==> src/rtl/poly_sweep_ctrl.sv <==
// rtl/poly_sweep_ctrl.sv - sweep driver and result collector for the polynomial evaluator stream
//
// Ports:
//   clk, reset            clock (rising edge), asynchronous active-low reset
//   i_start               start a sweep (accepted only in IDLE or DONE)
//   i_x_start, i_x_step   first x sample and increment, Q2.14, latched on start
//   i_count               number of samples N, latched on start
//   i_stall               host backpressure; drops o_rx_ready while busy
//   o_x, o_x_valid        sample stream toward the evaluator
//   i_dut_ready           evaluator input ready
//   o_rx_ready            ready toward the evaluator result port
//   i_y, i_y_valid        Q7.25 results from the evaluator
//   o_busy, o_done        RUN/DRAIN and DONE status
//   o_timeout             sticky: sweep ended because results stopped arriving
//   o_rcvd, o_sum         result count and wrap-around sum of results
//   o_last_y              most recently received result

module poly_sweep_ctrl #(
  parameter int WIDTHIN  = 16,
  parameter int WIDTHOUT = 32,
  parameter int CNTW     = 16,
  parameter int TIMEOUT  = 64
) (
  input  logic                clk,
  input  logic                reset,
  input  logic                i_start,
  input  logic [WIDTHIN-1:0]  i_x_start,
  input  logic [WIDTHIN-1:0]  i_x_step,
  input  logic [CNTW-1:0]     i_count,
  input  logic                i_stall,
  output logic [WIDTHIN-1:0]  o_x,
  output logic                o_x_valid,
  input  logic                i_dut_ready,
  output logic                o_rx_ready,
  input  logic [WIDTHOUT-1:0] i_y,
  input  logic                i_y_valid,
  output logic                o_busy,
  output logic                o_done,
  output logic                o_timeout,
  output logic [CNTW-1:0]     o_rcvd,
  output logic [WIDTHOUT-1:0] o_sum,
  output logic [WIDTHOUT-1:0] o_last_y
);

  localparam int TW = $clog2(TIMEOUT + 1);

  typedef enum logic [1:0] {
    S_IDLE  = 2'd0,
    S_RUN   = 2'd1,
    S_DRAIN = 2'd2,
    S_DONE  = 2'd3
  } state_t;

  state_t state, state_nxt;

  logic [WIDTHIN-1:0] x_step_q;
  logic [CNTW-1:0]    count_q;
  logic [CNTW-1:0]    issued;
  logic [TW-1:0]      tmo_cnt;

  logic               active;
  logic               start_acc;
  logic               xfer;
  logic               rx;
  logic [CNTW-1:0]    issued_inc;
  logic [CNTW-1:0]    rcvd_inc;
  logic [TW-1:0]      tmo_inc;
  logic               last_issue;
  logic               all_rcvd;
  logic               tmo_hit;

  assign active     = (state == S_RUN) || (state == S_DRAIN);
  assign start_acc  = ((state == S_IDLE) || (state == S_DONE)) && i_start;
  assign xfer       = (state == S_RUN) && i_dut_ready;
  assign rx         = active && i_y_valid;
  assign issued_inc = issued + 1'b1;
  assign rcvd_inc   = o_rcvd + CNTW'(rx);
  assign tmo_inc    = tmo_cnt + 1'b1;
  assign last_issue = xfer && (issued_inc == count_q);
  // Compared against the post-update count so a result landing this cycle
  // finishes the sweep; >= keeps a surplus result from stranding DRAIN.
  assign all_rcvd   = (rcvd_inc >= count_q);
  // Idle DRAIN cycle that would push the counter to the limit. A result on
  // the same cycle makes i_y_valid high, so a final result always wins.
  assign tmo_hit    = (state == S_DRAIN) && !i_y_valid && !i_stall &&
                      (tmo_inc == TW'(TIMEOUT));

  assign o_x_valid  = (state == S_RUN);
  assign o_busy     = active;
  assign o_done     = (state == S_DONE);
  // The evaluator's input ready follows this signal, so a host stall also
  // freezes sample issue.
  assign o_rx_ready = active && !i_stall;

  always_ff @(posedge clk or negedge reset) begin
    if (!reset) begin
      state <= S_IDLE;
    end else begin
      state <= state_nxt;
    end
  end

  always_comb begin
    state_nxt = state;
    case (state)
      S_IDLE, S_DONE: begin
        if (i_start) begin
          state_nxt = (i_count != '0) ? S_RUN : S_DONE;
        end
      end
      S_RUN: begin
        if (last_issue) begin
          state_nxt = S_DRAIN;
        end
      end
      S_DRAIN: begin
        if (all_rcvd || tmo_hit) begin
          state_nxt = S_DONE;
        end
      end
      default: state_nxt = S_IDLE;
    endcase
  end

  always_ff @(posedge clk or negedge reset) begin
    if (!reset) begin
      x_step_q  <= '0;
      count_q   <= '0;
      issued    <= '0;
      tmo_cnt   <= '0;
      o_x       <= '0;
      o_rcvd    <= '0;
      o_sum     <= '0;
      o_last_y  <= '0;
      o_timeout <= 1'b0;
    end else if (start_acc) begin
      x_step_q  <= i_x_step;
      count_q   <= i_count;
      issued    <= '0;
      tmo_cnt   <= '0;
      o_x       <= i_x_start;
      o_rcvd    <= '0;
      o_sum     <= '0;
      o_last_y  <= '0;
      o_timeout <= 1'b0;
    end else begin
      if (xfer) begin
        issued <= issued_inc;
        o_x    <= o_x + x_step_q;
      end
      if (rx) begin
        o_rcvd   <= rcvd_inc;
        o_sum    <= o_sum + i_y;
        o_last_y <= i_y;
      end
      // Stalled cycles hold the counter so backpressure never times out.
      if (rx) begin
        tmo_cnt <= '0;
      end else if ((state == S_DRAIN) && !i_stall) begin
        tmo_cnt <= tmo_inc;
      end
      if (tmo_hit && !all_rcvd) begin
        o_timeout <= 1'b1;
      end
    end
  end

endmodule
==> config.mk <==
export PLATFORM = sky130hd
export DESIGN_NAME = poly_sweep_ctrl
export DESIGN_NICKNAME = d
export VERILOG_FILES = /design/src/rtl/poly_sweep_ctrl.sv
export SDC_FILE = /design/constraint.sdc
export NUM_CORES = 1
export LEC_CHECK = 0
export CAP_MARGIN = 10
export CORE_MARGIN = 1.5
export CORE_UTILIZATION = 40
export DETAILED_ROUTE_END_ITERATION = 8
export HOLD_SLACK_MARGIN = 0.1
export PLACE_DENSITY = 0.64
export SYNTH_ARGS = -nofsm -noshare
export SYNTH_HDL_FRONTEND = slang
export SYNTH_SLANG_ARGS = --single-unit
==> constraint.sdc <==
create_clock -name clk -period 5 [get_ports clk]
set_input_delay 0.5 -clock clk [delete_from_list [all_inputs] [get_ports clk]]
set_output_delay 0.5 -clock clk [all_outputs]
set_load 0.1 [all_outputs]
==> results.toml <==
[run_status]
outcome = "complete, no violations"

[finish]
n_fill_cell = 2109
syn_to_final_growth_pct = 30.5
layout_commonest_cell = "clkdlybuf4s50_1"
fin_nets = 1373
ff_latch_area_um2 = 3850
multi_input_area_um2 = 5250
n_antenna_cell = 0
drive_gt1_share_pct = 4.33
layout_common_cells = "clkdlybuf4s50_1 (185), nand2_1 (159), dfrtp_1 (154)"

[synth]
synth_top_family_by_area = "compound AO/OA/AOI/OAI gates"
synth-edff-count = 0
synth-simple-area-share_pct = 17.0
netlist_top_cells_area = "dfrtp_1 (41%), ha_1 (9.5%), nand2_1 (6.4%)"
synth_compound_area_share_pct = 20.5
synthFlopType = "dfrtp_1"
yosys_warnings = 0
synth-seq-cells = 154
synth_fa_ha_area_share_pct = 9.88
synth-xor-area-share_pct = 7.55
synth.distinct_cells = 68
netlist_instances = 1043
synth-seq-area-share_pct = 41.0
async_flop_share_pct = 100
syn_area_um2 = 9400
synth.area.mux_share_pct = 0.533
yosysTopAreaCell = "dfrtp_1"
syn_nets = 1202
yosys.area.top_type_share_pct = 41.0
syn_avg_cell_area_um2 = 9.01

[clock_tree]
clk_pin_slew_ns = 0.06
clock-sinks = 154
cts-root-buf = "clkbuf_16"
htree_levels = 4
cts_max_path_buffers = 2
cts_tree = "done"
clk_latency_ns = 0.42
cts_buffers = 17

[sta]
finalMaxSlewViolations = 0
finalSetupViolCount = 0
worst_pin_slew_ns = 1.05
setup_ws_ns = 0.407
fin_setup_tns_ns = 0
skew_ns = 0.0103
finalHoldViolCount = 0
final.period_utilization_pct = 91.9
fin_crit_ns = 4.59
rsz0062_at_grt = "no"
fmax_mhz = 218
max_slew_margin_pct = 29.5

[placement]
port_buffers = 186
gp_congestion = 0.861
dp_worst_setup_slack_ns = 0.283
hpwl_um = 17600

[global_route]
grt_pass1_wl_um = 41300
grt_pass1_vias = 8031
antenna_found_initial = 0
grt_overflow_total = 0
track_usage_pct = 21.2
grt_max_degree = 87

[worst_setup_path]
critPathMaxFanout = 5
critPathLaunch = "state[0]"
rrSetupSlack_ns = 0.41
r2r-end = "state[1]"
reg2reg_depth = 21
critPathCaptureType = "flip-flop"
path_class = "reg -> reg"
cp_data_required_time_ns = 5.33
reg2reg_from = "state[0]"
start_kind = "flip-flop"
cp.arrival_ns = 4.93
crit_end = "state[1]"

[die]
die_area_um2 = 24400
start_util_pct = 41.1
die_h_um = 156
rows = 55
core_area_um2 = 22800
die_w_um = 156
io_pins = 187

[route]
dr.pass1.iters = 5
remaining_drc_errors = 0
drt_iter0_markers = 426
wl_um = 25300
vias = 8072
routed_via_density = 5.25
antenna_left = 0
wl_per_cell_um = 16.5

[hold_path]
hp-class = "in -> async"

[run]
cap_violations = 0
==> cells in the mapped netlist, types with 2 or more instances <==
master	count
a211o_1	3
a211oi_1	10
a21boi_0	2
a21boi_1	2
a21o_1	18
a21oi_1	54
a221oi_1	2
a22o_1	38
a22oi_1	4
a31oi_1	12
a32o_1	3
and2_1	6
and3_1	17
buf_1	10
clkbuf_1	33
dfrtp_1	154
fa_1	2
ha_1	71
inv_1	44
mux2i_1	5
nand2_1	160
nand2b_1	11
nand3_1	20
nand3b_1	2
nand4_1	10
nor2_1	64
nor2b_1	7
nor3_1	12
nor4_1	6
o211ai_1	6
o21a_1	8
o21ai_0	101
o21ai_1	4
o21bai_1	6
o22a_1	2
o31ai_1	9
o41ai_1	2
or2_2	3
or3_1	12
xnor2_1	41
xor2_1	40
==> timing repair <==
action / in CTS / in global routing
hold buffers: 0 / 0
setup endpoints to repair: 0 / 1
gates resized for setup: 0 / 1
buffers inserted: 0 / 0
==> kinds of logic (layout without fill, tap and decap cells) <==
kind of cell / Yosys count / in the layout
xor+xnor: 81 / 81
simple gates: 343 / 343
flops: 154 / 154
compound gates: 300 / 300
buf+inv: 87 / 269
fa+ha+maj: 73 / 73
mux: 5 / 5
==> critical path, cell delays in order, from the launching register on <==
cell	delay, ns
dfrtp_1	0.40
inv_1	0.11
ha_4	0.31
clkinvlp_4	0.10
nand2_2	0.11
inv_2	0.04
ha_1	0.21
ha_1	0.24
and3_1	0.18
and3_1	0.24
and3_1	0.24
and3_1	0.24
xor2_1	0.15
ha_1	0.30
a21o_1	0.16
a211oi_1	0.22
o21bai_1	0.10
a21o_1	0.19
a221oi_2	0.35
nand3b_1	0.16
o2111ai_1	0.20
mux2i_1	0.26
==> layer usage <==
metal,global-route usage (%),share of wire [%]
met2,33.2,44
met4,4.94,1.2
met5,0,0
met3,5.70,5.6
met1,29.3,49
==> stage by stage <==
stage	std cells	cell area, um^2	hold WS [ns]	util [%]
after floorplan	1043	9420	0.204	-
after global placement	1508	11600	0.462	50.7
after detailed placement	1508	11600	0.469	50.7
after CTS	1538	12300	0.175	53.7
after global routing	1538	12300	0.197	53.7
final	1538	12300	0.144	53.7
==> flip-flops by register name, summed over array words and instances (netlist names) <==
name and cells:
o_last_y 32, issued 16, tmo_cnt 7, o_rcvd 16, o_x 16, o_sum 32, count_q 16, state 2
o_timeout 1, x_step_q 16
==> worst min path at each step <==
stage                       startpoint           end  slack, ns  depth (start not counted)
after global routing             reset   x_step_q[5]       0.20                          1
after CTS                        reset   x_step_q[4]       0.17                          1
after detailed placement  x_step_q[11]  x_step_q[11]       0.47                          2
after floorplan                  reset    count_q[0]       0.20                          0
after global placement     x_step_q[0]   x_step_q[0]       0.46                          2
final                            reset        o_x[5]       0.14                          1
==> cell type report <==
cell class / count / share of cell area, %
clock buffer: 19 / 3.53
inverter: 44 / 1.38
timing repair buffer: 195 / 15.7
multi-input combinational: 802 / 42.8
sequential: 154 / 31.4
tap: 313 / 3.19
clock inverter: 11 / 1.98
Power is left out: the tool's default activity adds up to more than one toggle a clock period on the data nets, which glitch-free logic cannot reach.
